==> src/rtl/writeback_if.sv <==
// Bundle between the execute stage, data memory and the register-file write
// port of writeback_unit. The master side is the surrounding datapath.
interface writeback_if;
    logic        in_valid;
    logic        in_ready;
    logic [4:0]  in_rd;
    logic        in_reg_write;
    logic [1:0]  in_result_src;
    logic [31:0] in_alu_result;
    logic [31:0] in_pc_plus4;
    logic [2:0]  in_funct3;
    logic        mem_rvalid;
    logic [31:0] mem_rdata;
    logic        flush;
    logic        WE3;
    logic [4:0]  A3;
    logic [31:0] WD3;
    logic        pending_valid;
    logic [4:0]  pending_rd;

    modport master (
        output in_valid, in_rd, in_reg_write, in_result_src, in_alu_result,
               in_pc_plus4, in_funct3, mem_rvalid, mem_rdata, flush,
        input  in_ready, WE3, A3, WD3, pending_valid, pending_rd
    );

    modport slave (
        input  in_valid, in_rd, in_reg_write, in_result_src, in_alu_result,
               in_pc_plus4, in_funct3, mem_rvalid, mem_rdata, flush,
        output in_ready, WE3, A3, WD3, pending_valid, pending_rd
    );
endinterface

==> src/rtl/writeback_unit.sv <==
// Register-file write side: takes one result per cycle, waits for load data
// where needed, extracts/extends loaded bytes and halves, drives A3/WD3/WE3.
module writeback_unit (
    input  logic        clk,
    input  logic        rst_n,
    writeback_if.slave  wb
);
    localparam logic [1:0] ST_IDLE      = 2'd0;
    localparam logic [1:0] ST_WAIT_LOAD = 2'd1;
    localparam logic [1:0] ST_COMMIT    = 2'd2;

    logic [1:0]  state_reg, state_next;
    logic [4:0]  rd_reg;
    logic        reg_write_reg;
    logic [2:0]  funct3_reg;
    logic [1:0]  offset_reg;
    logic [4:0]  a3_reg;
    logic [31:0] wd3_reg;

    logic        in_ready_int;
    logic        transfer;
    logic        is_load_in;
    logic [31:0] direct_data;
    logic [31:0] load_data;
    logic [7:0]  mem_lane [4];
    logic [7:0]  sel_byte;
    logic [15:0] sel_half;

    assign in_ready_int = (state_reg != ST_WAIT_LOAD);
    // A flush drops whatever is presented in the same cycle.
    assign transfer     = wb.in_valid & in_ready_int & ~wb.flush;
    assign is_load_in   = (wb.in_result_src == 2'b01);
    assign direct_data  = (wb.in_result_src == 2'b10) ? wb.in_pc_plus4 : wb.in_alu_result;

    generate
        for (genvar gi = 0; gi < 4; gi++) begin : g_lane
            assign mem_lane[gi] = wb.mem_rdata[8*gi +: 8];
        end
    endgenerate

    assign sel_byte = mem_lane[offset_reg];
    assign sel_half = offset_reg[1] ? wb.mem_rdata[31:16] : wb.mem_rdata[15:0];

    always_comb begin
        load_data = wb.mem_rdata;
        case (funct3_reg)
            3'b000:  load_data = {{24{sel_byte[7]}}, sel_byte};
            3'b001:  load_data = {{16{sel_half[15]}}, sel_half};
            3'b100:  load_data = {24'd0, sel_byte};
            3'b101:  load_data = {16'd0, sel_half};
            default: load_data = wb.mem_rdata;
        endcase
    end

    always_comb begin
        state_next = ST_IDLE;
        if (state_reg == ST_WAIT_LOAD) begin
            if (wb.flush)
                state_next = ST_IDLE;
            else if (wb.mem_rvalid)
                state_next = ST_COMMIT;
            else
                state_next = ST_WAIT_LOAD;
        end else if (transfer) begin
            state_next = is_load_in ? ST_WAIT_LOAD : ST_COMMIT;
        end
    end

    always_ff @(posedge clk or negedge rst_n) begin
        if (!rst_n) begin
            state_reg     <= ST_IDLE;
            rd_reg        <= 5'd0;
            reg_write_reg <= 1'b0;
            funct3_reg    <= 3'd0;
            offset_reg    <= 2'd0;
            a3_reg        <= 5'd0;
            wd3_reg       <= 32'd0;
        end else begin
            state_reg <= state_next;
            if (transfer) begin
                rd_reg        <= wb.in_rd;
                reg_write_reg <= wb.in_reg_write;
                if (is_load_in) begin
                    funct3_reg <= wb.in_funct3;
                    offset_reg <= wb.in_alu_result[1:0];
                end else begin
                    a3_reg  <= wb.in_rd;
                    wd3_reg <= direct_data;
                end
            end else if (state_reg == ST_WAIT_LOAD && !wb.flush && wb.mem_rvalid) begin
                a3_reg  <= rd_reg;
                wd3_reg <= load_data;
            end
        end
    end

    assign wb.in_ready      = in_ready_int;
    assign wb.WE3           = (state_reg == ST_COMMIT) & reg_write_reg & (rd_reg != 5'd0);
    assign wb.A3            = a3_reg;
    assign wb.WD3           = wd3_reg;
    assign wb.pending_valid = ((state_reg == ST_WAIT_LOAD) || (state_reg == ST_COMMIT))
                              & reg_write_reg & (rd_reg != 5'd0);
    assign wb.pending_rd    = rd_reg;
endmodule

==> src/flat_wrapper.sv <==
// flat-port wrapper written by rule: the top's interface ports become plain ports
module writeback_unit_flat 
  (clk, rst_n, wb_in_valid, wb_in_rd, wb_in_reg_write, wb_in_result_src, wb_in_alu_result, wb_in_pc_plus4, wb_in_funct3, wb_mem_rvalid, wb_mem_rdata, wb_flush, wb_in_ready, wb_WE3, wb_A3, wb_WD3, wb_pending_valid, wb_pending_rd);
  writeback_if wb_i ();
  input  logic clk;
  input  logic rst_n;
  input wire logic [$bits(wb_i.in_valid)-1:0] wb_in_valid;
  input wire logic [$bits(wb_i.in_rd)-1:0] wb_in_rd;
  input wire logic [$bits(wb_i.in_reg_write)-1:0] wb_in_reg_write;
  input wire logic [$bits(wb_i.in_result_src)-1:0] wb_in_result_src;
  input wire logic [$bits(wb_i.in_alu_result)-1:0] wb_in_alu_result;
  input wire logic [$bits(wb_i.in_pc_plus4)-1:0] wb_in_pc_plus4;
  input wire logic [$bits(wb_i.in_funct3)-1:0] wb_in_funct3;
  input wire logic [$bits(wb_i.mem_rvalid)-1:0] wb_mem_rvalid;
  input wire logic [$bits(wb_i.mem_rdata)-1:0] wb_mem_rdata;
  input wire logic [$bits(wb_i.flush)-1:0] wb_flush;
  output wire logic [$bits(wb_i.in_ready)-1:0] wb_in_ready;
  output wire logic [$bits(wb_i.WE3)-1:0] wb_WE3;
  output wire logic [$bits(wb_i.A3)-1:0] wb_A3;
  output wire logic [$bits(wb_i.WD3)-1:0] wb_WD3;
  output wire logic [$bits(wb_i.pending_valid)-1:0] wb_pending_valid;
  output wire logic [$bits(wb_i.pending_rd)-1:0] wb_pending_rd;
  assign wb_i.in_valid = wb_in_valid;
  assign wb_i.in_rd = wb_in_rd;
  assign wb_i.in_reg_write = wb_in_reg_write;
  assign wb_i.in_result_src = wb_in_result_src;
  assign wb_i.in_alu_result = wb_in_alu_result;
  assign wb_i.in_pc_plus4 = wb_in_pc_plus4;
  assign wb_i.in_funct3 = wb_in_funct3;
  assign wb_i.mem_rvalid = wb_mem_rvalid;
  assign wb_i.mem_rdata = wb_mem_rdata;
  assign wb_i.flush = wb_flush;
  assign wb_in_ready = wb_i.in_ready;
  assign wb_WE3 = wb_i.WE3;
  assign wb_A3 = wb_i.A3;
  assign wb_WD3 = wb_i.WD3;
  assign wb_pending_valid = wb_i.pending_valid;
  assign wb_pending_rd = wb_i.pending_rd;
  writeback_unit u_core (.clk(clk), .rst_n(rst_n), .wb(wb_i));
endmodule
==> config.mk <==
export PLATFORM = sky130hd
export DESIGN_NAME = writeback_unit_flat
export DESIGN_NICKNAME = d
export VERILOG_FILES = /design/src/rtl/writeback_if.sv /design/src/rtl/writeback_unit.sv /design/src/flat_wrapper.sv
export SDC_FILE = /design/constraint.sdc
export NUM_CORES = 1
export LEC_CHECK = 0
export CELL_PAD_IN_SITES_DETAIL_PLACEMENT = 1
export CELL_PAD_IN_SITES_GLOBAL_PLACEMENT = 2
export CORE_MARGIN = 5
export CORE_UTILIZATION = 23
export CTS_CLUSTER_DIAMETER = 50
export CTS_CLUSTER_SIZE = 28
export DETAILED_ROUTE_END_ITERATION = 6
export GPL_ROUTABILITY_DRIVEN = 0
export PLACE_DENSITY = 0.88
export SYNTH_ARGS = -nofsm -noshare
export SYNTH_HDL_FRONTEND = slang
export SYNTH_SLANG_ARGS = --single-unit
==> constraint.sdc <==
create_clock -name clk -period 3 [get_ports clk]
set_clock_uncertainty 0.15 [all_clocks]
set_input_delay 0.6 -clock clk [delete_from_list [all_inputs] [get_ports clk]]
set_output_delay 0.6 -clock clk [all_outputs]
set_load 0.01 [all_outputs]
==> results of run 1 <==
## synth_stat cells, types with 2 or more instances
library cell  number  area [µm²]
a2111oi_0          2        17.5
a21oi_1           40         200
a221o_1            2        20.0
a221oi_1          17         149
a31oi_1            7        43.8
a32oi_1            7        61.3
and3_1            17         106
and3b_1            7        61.3
buf_1              2        7.51
buf_2              4        20.0
buf_6              2        22.5
clkbuf_1          26        97.6
dfrtp_1           50        1250
ha_1               2        25.0
inv_1              7        26.3
mux2_2            19         214
mux2i_1           14         140
nand2_1           95         357
nand2b_1           4        25.0
nand3b_1           7        52.6
nor2_1             3        11.3
nor2b_1           16         100
o21a_1             2        15.0
o21ai_0            9        45.0
o221ai_1           7        61.3
o22a_1             7        61.3
## power by group through the flow
stage          logic [mW]  clock network (mW)  registers, mW
6_report             1.13               0.594          0.926
5_1_grt              1.23               0.641          0.946
4_1_cts              1.15               0.612          0.928
3_5_place_dp         1.14                   0          0.937
3_3_place_gp         1.11                   0          0.934
2_1_floorplan       0.516                   0          0.956
## final cells by class
class | count | area (µm²)
flip-flops and latches | 50 | 1250
multi-input cells | 294 | 1870
inverters | 9 | 33.8
fillers | 1616 | 8740
repair buffers | 170 | 1660
well taps | 180 | 225
clock buffers | 5 | 125
clock inverters | 3 | 28.8
## per-layer routing
metal / global-route usage / share of wire / wire length [µm] / up-vias
met2: 0.266 / 0.46 / 6380 / 121
met1: 0.211 / 0.44 / 6140 / 1735
met4: 0.0324 / 0.011 / 155 / 0
met5: 0 / 0 / 0 / -
li1: - / - / - / 1689
met3: 0.0495 / 0.083 / 1150 / 9
## worst paths after layout
check | start | end | slack (ns) | cells past startpoint
max | u_core.wb.pending_rd[2] | wb_WE3 | 0.23 | 4
min | rst_n | u_core.wb.WD3[2] | 0.15 | 1
max reg2reg | u_core.state_reg[0] | u_core.wb.A3[2] | 0.66 | 6
min reg2reg | u_core.reg_write_reg | u_core.reg_write_reg | 0.34 | 2
max in group asynchronous | rst_n | u_core.wb.WD3[3] | 1.78 | 2
min in group clk | u_core.reg_write_reg | u_core.reg_write_reg | 0.34 | 2
## worst max-delay path: cells and delay by family, from the launching register on
family                 cells  cell delay, ns
DFF                        1            0.41
AOI/OAI and AO/OA          1            0.25
and+or+nand+nor            2            0.59
buffers and inverters      1            0.49
## kinds of logic after synthesis
family          after synthesis  synth area share
compound gates              104             0.216
buf+inv                      43            0.0551
flops                        50             0.380
simple gates                154             0.227
fa+ha+maj                     2           0.00760
mux                          34             0.114
==> results.toml, run 1 <==
[routing]
dr.first_iter.drc_count = 162
ant_nets = 0
dr_total_vias = 3554
drt_wl_total_um = 13800
drt-pass1-iter-count = 4
drc_errors = 0
wl_per_cell_um = 19.4
routed_via_density = 5.00

[synth]
dominantRegCellSynth = "dfrtp_1"
synth.lib_cells_used.distinct = 38
asyncSetResetFlopFracSynth = 1.00
count_of_flip_flops_with_a_built_in_enable_after_synthesis = 0
ys_warn_count = 0
postSynthNetCount = 501
synth.cell_area_um2 = 3290
synth-seq-cells = 50
synth_cells = 387
synth_seq_area_share = 0.380
synthesis.area_per_instance_um2 = 8.51

[clock_tree]
clock_tree_from_tritoncts = "done"
cts_setup_buffers = 0
clkSinkCount = 50
clockRootBuffer = "clkbuf_16"
clk_transition_reported_paths_ns = 0.07
cts_htree_levels = 2
holdBufCountCts = 0
cts_buffers = 5
cts_repair_resize_count = 0
clock_path_buffers = 2
clock_latency_ns = 0.29

[power_and_ir_drop]
p_int_mw = 1.74
vdd.ir_drop.worst_v = 0.000240
power_frac_clock = 0.224
switching_power_uw = 909
pwr-share-seq = 0.349
power_per_standard_cell_area_nw_per_um2 = 510
share_comb_of_total_power = 0.427
power_consumption_mw = 2.65
switching_share = 0.343
power_leakage_nw = 2.12

[final_layout]
final_layout_size_suffix_gt1_frac = 0.0923
layout-area-overhead-vs-synth_pct = 57.8
final_cell_mix = "clkdlybuf4s50_1 (155), nand2_1 (95), dfrtp_1 (50), a21oi_1 (40), mux2_2 (19)"
diodes = 0
fin_util = 0.373
layoutNonFillerInstCount = 711
largest_register_ffs = 32
layout.nets = 644
stdcell_area_um2 = 5200
mostFrequentLayoutCell = "clkdlybuf4s50_1"

[sta]
max_slew_margin_vs_limit = 0.466
fin_setup_tns_ns = 0
worstMarginPinSlew_ns = 0.798
postLayoutSetupSlackWorst_ns = 0.226
period_needed_ns = 2.77
finalMaxSlewViolations = 0
achievable-frequency_mhz = 360
setup_viol = 0
final_hold_viol_count = 0
whs_ns = 0.149
period_share = 0.925
grt_setup_unrepaired = "no"

[worst_hold_path]
timing.hold.worst.class = "input pin to async pin"

[placed_design]
placedCellCount = 703
detailedPlacementHpwl_um = 10700
place_worst_setup_slack_ns = 0.257
port_buffers = 156
post_dp_cell_area_um2 = 5040

[global_routing]
initial_antenna_violation_count = 0
overflow = 0
grtUsageTotal = 0.162
wire_length_of_the_first_global_routing_pass_um = 21400
grt_start_max_net_pins = 51
grt_pass1_vias = 3952

[status]
status = "completed"

[worst_setup_path]
critPathLaunchType = "flip-flop"
critPathRequiredTime_ns = 2.25
worstPathArrival_ns = 2.02
crit_path_cell_trace = "or4_1 -> o21ai_0 -> nor2_1 -> clkdlybuf4s50_1"
worst-path-max-fanout = 3
end_kind = "output port"
timing_worst_setup_path_type = "flip-flop to output port"
critical-path-max-stage-delay_ns = 0.52
critPathSlowestCell = "or4_1"

[floorplanning]
fp.dieArea_um2 = 16800
coreArea_um2 = 13900
die_w_um = 130
initial_utilization = 0.236
fp-row-count = 43
die_height_um = 130
io_pins = 157

[job]
cap_viol_max_count = 0
(Power assumes the default switching activity.)
==> run 2: changes to the inputs <==
- CORE_UTILIZATION: 23 -> 24
- PLACE_DENSITY: 0.88 -> 0.91
- clock period: 3 -> 3.25 ns (I/O delays scaled with it)
==> results.toml, run 2 (same netlist as run 1, synthesis figures left out) <==
[global_routing]
grtUsageTotal = 0.167
wire_length_of_the_first_global_routing_pass_um = 21700
grt.busiest_layer = "met2"
initial_antenna_violation_count = 0
grt_use_met1 = 0.218
overflow = 0
grt.met2_usage = 0.278
grt_start_max_net_pins = 31
grt_pass1_vias = 4000
globalRouteMet3Util = 0.0526

[worst_setup_path]
critPathRequiredTime_ns = 2.45
worstPathArrival_ns = 2.08
reg2reg_setup_slack_ns = 0.89
reg2reg_to = "u_core.wb.WD3[8]"
critPathSlowestCell = "or4_1"
timing_worst_setup_path_type = "flip-flop to output port"
regToRegStartpoint = "u_core.state_reg[0]"
crit_family = "simple AND/OR/NAND/NOR gates"
critPathLaunchType = "flip-flop"
cp_num_buf_inv = 1
critical-path-max-stage-delay_ns = 0.52
crit_path_cell_trace = "or4_1 -> o21ai_0 -> nor2_1 -> clkdlybuf4s50_1"
end_kind = "output port"
r2r_cells = 5
worst-path-max-fanout = 3

[clock_tree]
clockRootBuffer = "clkbuf_16"
cts_setup_buffers = 0
clock_latency_ns = 0.29
cts_htree_levels = 2
clock_tree_from_tritoncts = "done"
clock_path_buffers = 2
cts_repair_resize_count = 0
holdBufCountCts = 0
cts_buffers = 5
clkSinkCount = 50
clk_transition_reported_paths_ns = 0.07

[floorplanning]
die_w_um = 127
initial_utilization = 0.247
coreArea_um2 = 13300
die_height_um = 127
fp-row-count = 42
io_pins = 157
fp.dieArea_um2 = 16200

[sta]
period_needed_ns = 2.88
achievable-frequency_mhz = 347
fin_setup_tns_ns = 0
grt_setup_unrepaired = "no"
max_slew_margin_vs_limit = 0.504
setup_viol = 0
worstMarginPinSlew_ns = 0.741
period_share = 0.886
finalMaxSlewViolations = 0
final_hold_viol_count = 0

[final_layout]
layout-area-overhead-vs-synth_pct = 57.8
stdcell_area_um2 = 5200
diodes = 0
largest_register_ffs = 32
layout.nets = 644
mostFrequentLayoutCell = "clkdlybuf4s50_1"
final_cell_mix = "clkdlybuf4s50_1 (155), nand2_1 (95), dfrtp_1 (50), a21oi_1 (40), mux2_2 (19)"
final_layout_size_suffix_gt1_frac = 0.0923

[power_and_ir_drop]
switching_power_uw = 828
power_per_standard_cell_area_nw_per_um2 = 468
switching_share = 0.341
power_leakage_nw = 2.12
power_frac_clock = 0.217
share_comb_of_total_power = 0.432
vdd.ir_drop.worst_v = 0.000236
pwr-share-seq = 0.350
p_int_mw = 1.60

[placed_design]
post_dp_cell_area_um2 = 5050
detailedPlacementHpwl_um = 10600
port_buffers = 156

[worst_hold_path]
timing.hold.worst.class = "input pin to async pin"

[job]
cap_viol_max_count = 0

[routing]
wl_per_cell_um = 19.5
drt-pass1-iter-count = 5
dr.first_iter.drc_count = 179
ant_nets = 0
routed_via_density = 4.99
drt_wl_total_um = 13800
drc_errors = 0
dr_total_vias = 3530

[status]
status = "completed"
run 2: cell count changes in the layout (fill, tap and decap cells not counted):
cell	delta
buf_12	+1
buf_4	-1
clkinv_2	+1
clkinvlp_4	+1
inv_6	-1
inv_8	-1
run 2: stage by stage:
step	power [mW]	utilization	hold WS, ns	setup slack, ns	instances
after global routing	2.58	0.389	0.247	0.320	707
after detailed placement	1.92	0.378	0.320	0.341	699
after global placement	1.89	0.378	0.310	0.428	699
after floorplan	1.36	-	0.204	1.11	387
after CTS	2.46	0.389	0.233	0.356	707
final	2.43	0.389	0.207	0.371	707
run 2: power by group through the flow:
stage / clock [mW] / sequential (mW) / combinational (mW)
finish: 0.529 / 0.851 / 1.05
CTS: 0.544 / 0.853 / 1.06
global route: 0.573 / 0.868 / 1.14
detailed placement: 0 / 0.860 / 1.06
global placement: 0 / 0.857 / 1.03
floorplan: 0 / 0.882 / 0.476
run 2: routing by layer:
metal,wire length [µm],up-vias
met1,6170,1713
met4,121,0
li1,-,1687
met5,0,-
met3,1030,9
met2,6450,121
run 2: how the worst max path moves through the flow:
stage / start / endpoint / slack, ns / depth (start not counted)
after floorplan: wb_mem_rdata[31] / u_core.wb.WD3[25] / 1.11 / 5
after global placement: wb_mem_rdata[31] / u_core.wb.WD3[24] / 0.43 / 5
after detailed placement: wb_mem_rdata[31] / u_core.wb.WD3[26] / 0.34 / 5
after CTS: u_core.wb.pending_rd[2] / wb_pending_valid / 0.36 / 4
after global routing: u_core.wb.pending_rd[2] / wb_pending_valid / 0.32 / 4
final: u_core.wb.pending_rd[2] / wb_pending_valid / 0.37 / 4
run 2: cell type report:
| cell class | count | area (µm²) |
|---|---|---|
| fill | 1607 | 8150 |
| clock inverter | 3 | 21.3 |
| clock buffer | 5 | 125 |
| tap | 176 | 220 |
| inverter | 9 | 33.8 |
| timing repair buffer | 170 | 1670 |
| sequential | 50 | 1250 |
| multi-input combinational | 294 | 1870 |
==> run 3: changes to the inputs <==
- REMOVE_ABC_BUFFERS: not set -> 1
==> results.toml, run 3 (same netlist as run 1, synthesis figures left out) <==
[status]
status = "completed"

[floorplanning]
initial_utilization = 0.247
fp.dieArea_um2 = 16200
io_pins = 157
die_height_um = 127
coreArea_um2 = 13300
die_w_um = 127
fp-row-count = 42

[routing]
ant_nets = 0
routed_via_density = 5.04
dr.first_iter.drc_count = 142
drt_wl_total_um = 14000
dr_total_vias = 3571
drc_errors = 0
drt-pass1-iter-count = 4
wl_per_cell_um = 19.8

[power_and_ir_drop]
power_consumption_mw = 2.45
vdd.ir_drop.worst_v = 0.000271
power_leakage_nw = 2.14
power_per_standard_cell_area_nw_per_um2 = 470

[final_layout]
diodes = 0
final_layout_size_suffix_gt1_frac = 0.0938
layout.nets = 646
largest_register_ffs = 32
mostFrequentLayoutCell = "clkdlybuf4s50_1"
layout-area-overhead-vs-synth_pct = 58.3
final_cell_mix = "clkdlybuf4s50_1 (155), nand2_1 (95), dfrtp_1 (50), a21oi_1 (40), mux2_2 (19)"

[clock_tree]
cts_setup_buffers = 0
cts_htree_levels = 2
holdBufCountCts = 0
clk_transition_reported_paths_ns = 0.07
clkSinkCount = 50
cts_repair_resize_count = 0
clock_latency_ns = 0.29
clock_path_buffers = 2
clockRootBuffer = "clkbuf_16"
clock_tree_from_tritoncts = "done"
cts_buffers = 5

[sta]
finalMaxSlewViolations = 0
period_needed_ns = 2.81
worstMarginPinSlew_ns = 0.916
postLayoutSetupSlackWorst_ns = 0.444
period_share = 0.863
max_slew_margin_vs_limit = 0.390
achievable-frequency_mhz = 356
final_hold_viol_count = 0
fin_setup_tns_ns = 0
setup_viol = 0
grt_setup_unrepaired = "no"

[placed_design]
detailedPlacementHpwl_um = 10700
place_worst_setup_slack_ns = 0.367
port_buffers = 156

[worst_setup_path]
end_kind = "output port"
crit_path_cell_trace = "or4_1 -> o21ai_0 -> nor2_1 -> clkdlybuf4s50_1"
worstPathArrival_ns = 2.01
critPathLaunchType = "flip-flop"
critPathRequiredTime_ns = 2.45
timing_worst_setup_path_type = "flip-flop to output port"
critical-path-max-stage-delay_ns = 0.53
reg2reg_setup_slack_ns = 0.90
critPathSlowestCell = "or4_1"
worst-path-max-fanout = 3

[global_routing]
grt_pass1_vias = 4004
initial_antenna_violation_count = 0
grt_start_max_net_pins = 51
wire_length_of_the_first_global_routing_pass_um = 21900
overflow = 0
grtUsageTotal = 0.170

[worst_hold_path]
timing.hold.worst.class = "flip-flop to flip-flop"

[job]
cap_viol_max_count = 0
run 3: cell types whose count changed in the layout (fill, tap and decap cells not counted), sizes merged:
cell	delta
buf	+2
clkbuf	+2
clkinv	-1
clkinvlp	-1
run 3: path summary, 6_finish.rpt:
kind	depth (start not counted)	startpoint	end
max reg2reg	6	u_core.state_reg[1]	u_core.wb.WD3[15]
min in group asynchronous	1	rst_n	u_core.wb.A3[0]
max	4	u_core.wb.pending_rd[2]	wb_WE3
max in group asynchronous	2	rst_n	u_core.wb.WD3[10]
min reg2reg	2	u_core.reg_write_reg	u_core.reg_write_reg
min	2	u_core.reg_write_reg	u_core.reg_write_reg
run 3: stage by stage:
step | instance area (µm²) | hold WS, ns | util | std cells
after global routing | 5210 | 0.337 | 0.391 | 709
final | 5210 | 0.330 | 0.391 | 709
after global placement | 5060 | 0.304 | 0.379 | 701
after CTS | 5210 | 0.326 | 0.391 | 709
after floorplan | 3140 | 0.204 | - | 353
after detailed placement | 5060 | 0.309 | 0.379 | 701
run 3: area by class of cell:
type | count | area [µm²]
repair buffers | 172 | 1690
multi-input cells | 294 | 1870
clock buffers | 7 | 143
clock inverters | 1 | 5.00
inverters | 9 | 33.8
fillers | 1575 | 8140
flip-flops and latches | 50 | 1250
well taps | 176 | 220
run 3: where the power goes:
group / internal (mW) / switching, mW / leakage (nW) / total (mW)
combinational: 0.568 / 0.496 / 1.50 / 1.06
sequential: 0.752 / 0.0953 / 0.563 / 0.847
clock: 0.306 / 0.232 / 0.0739 / 0.538
total: 1.63 / 0.823 / 2.14 / 2.45
run 3: per-layer routing:
layer / GRT usage / part of all wire
met2: 0.295 / 0.49
met1: 0.204 / 0.42
met4: 0.0379 / 0.015
met5: 0 / 0
met3: 0.0588 / 0.079
run 3: worst max-delay path, delay by kind of cell (launching register included):
kind | cells | cell delay, ns
AO/OA/AOI/OAI | 1 | 0.24
buffers and inverters | 1 | 0.50
flip-flops | 1 | 0.39
AND/OR/NAND/NOR | 2 | 0.60
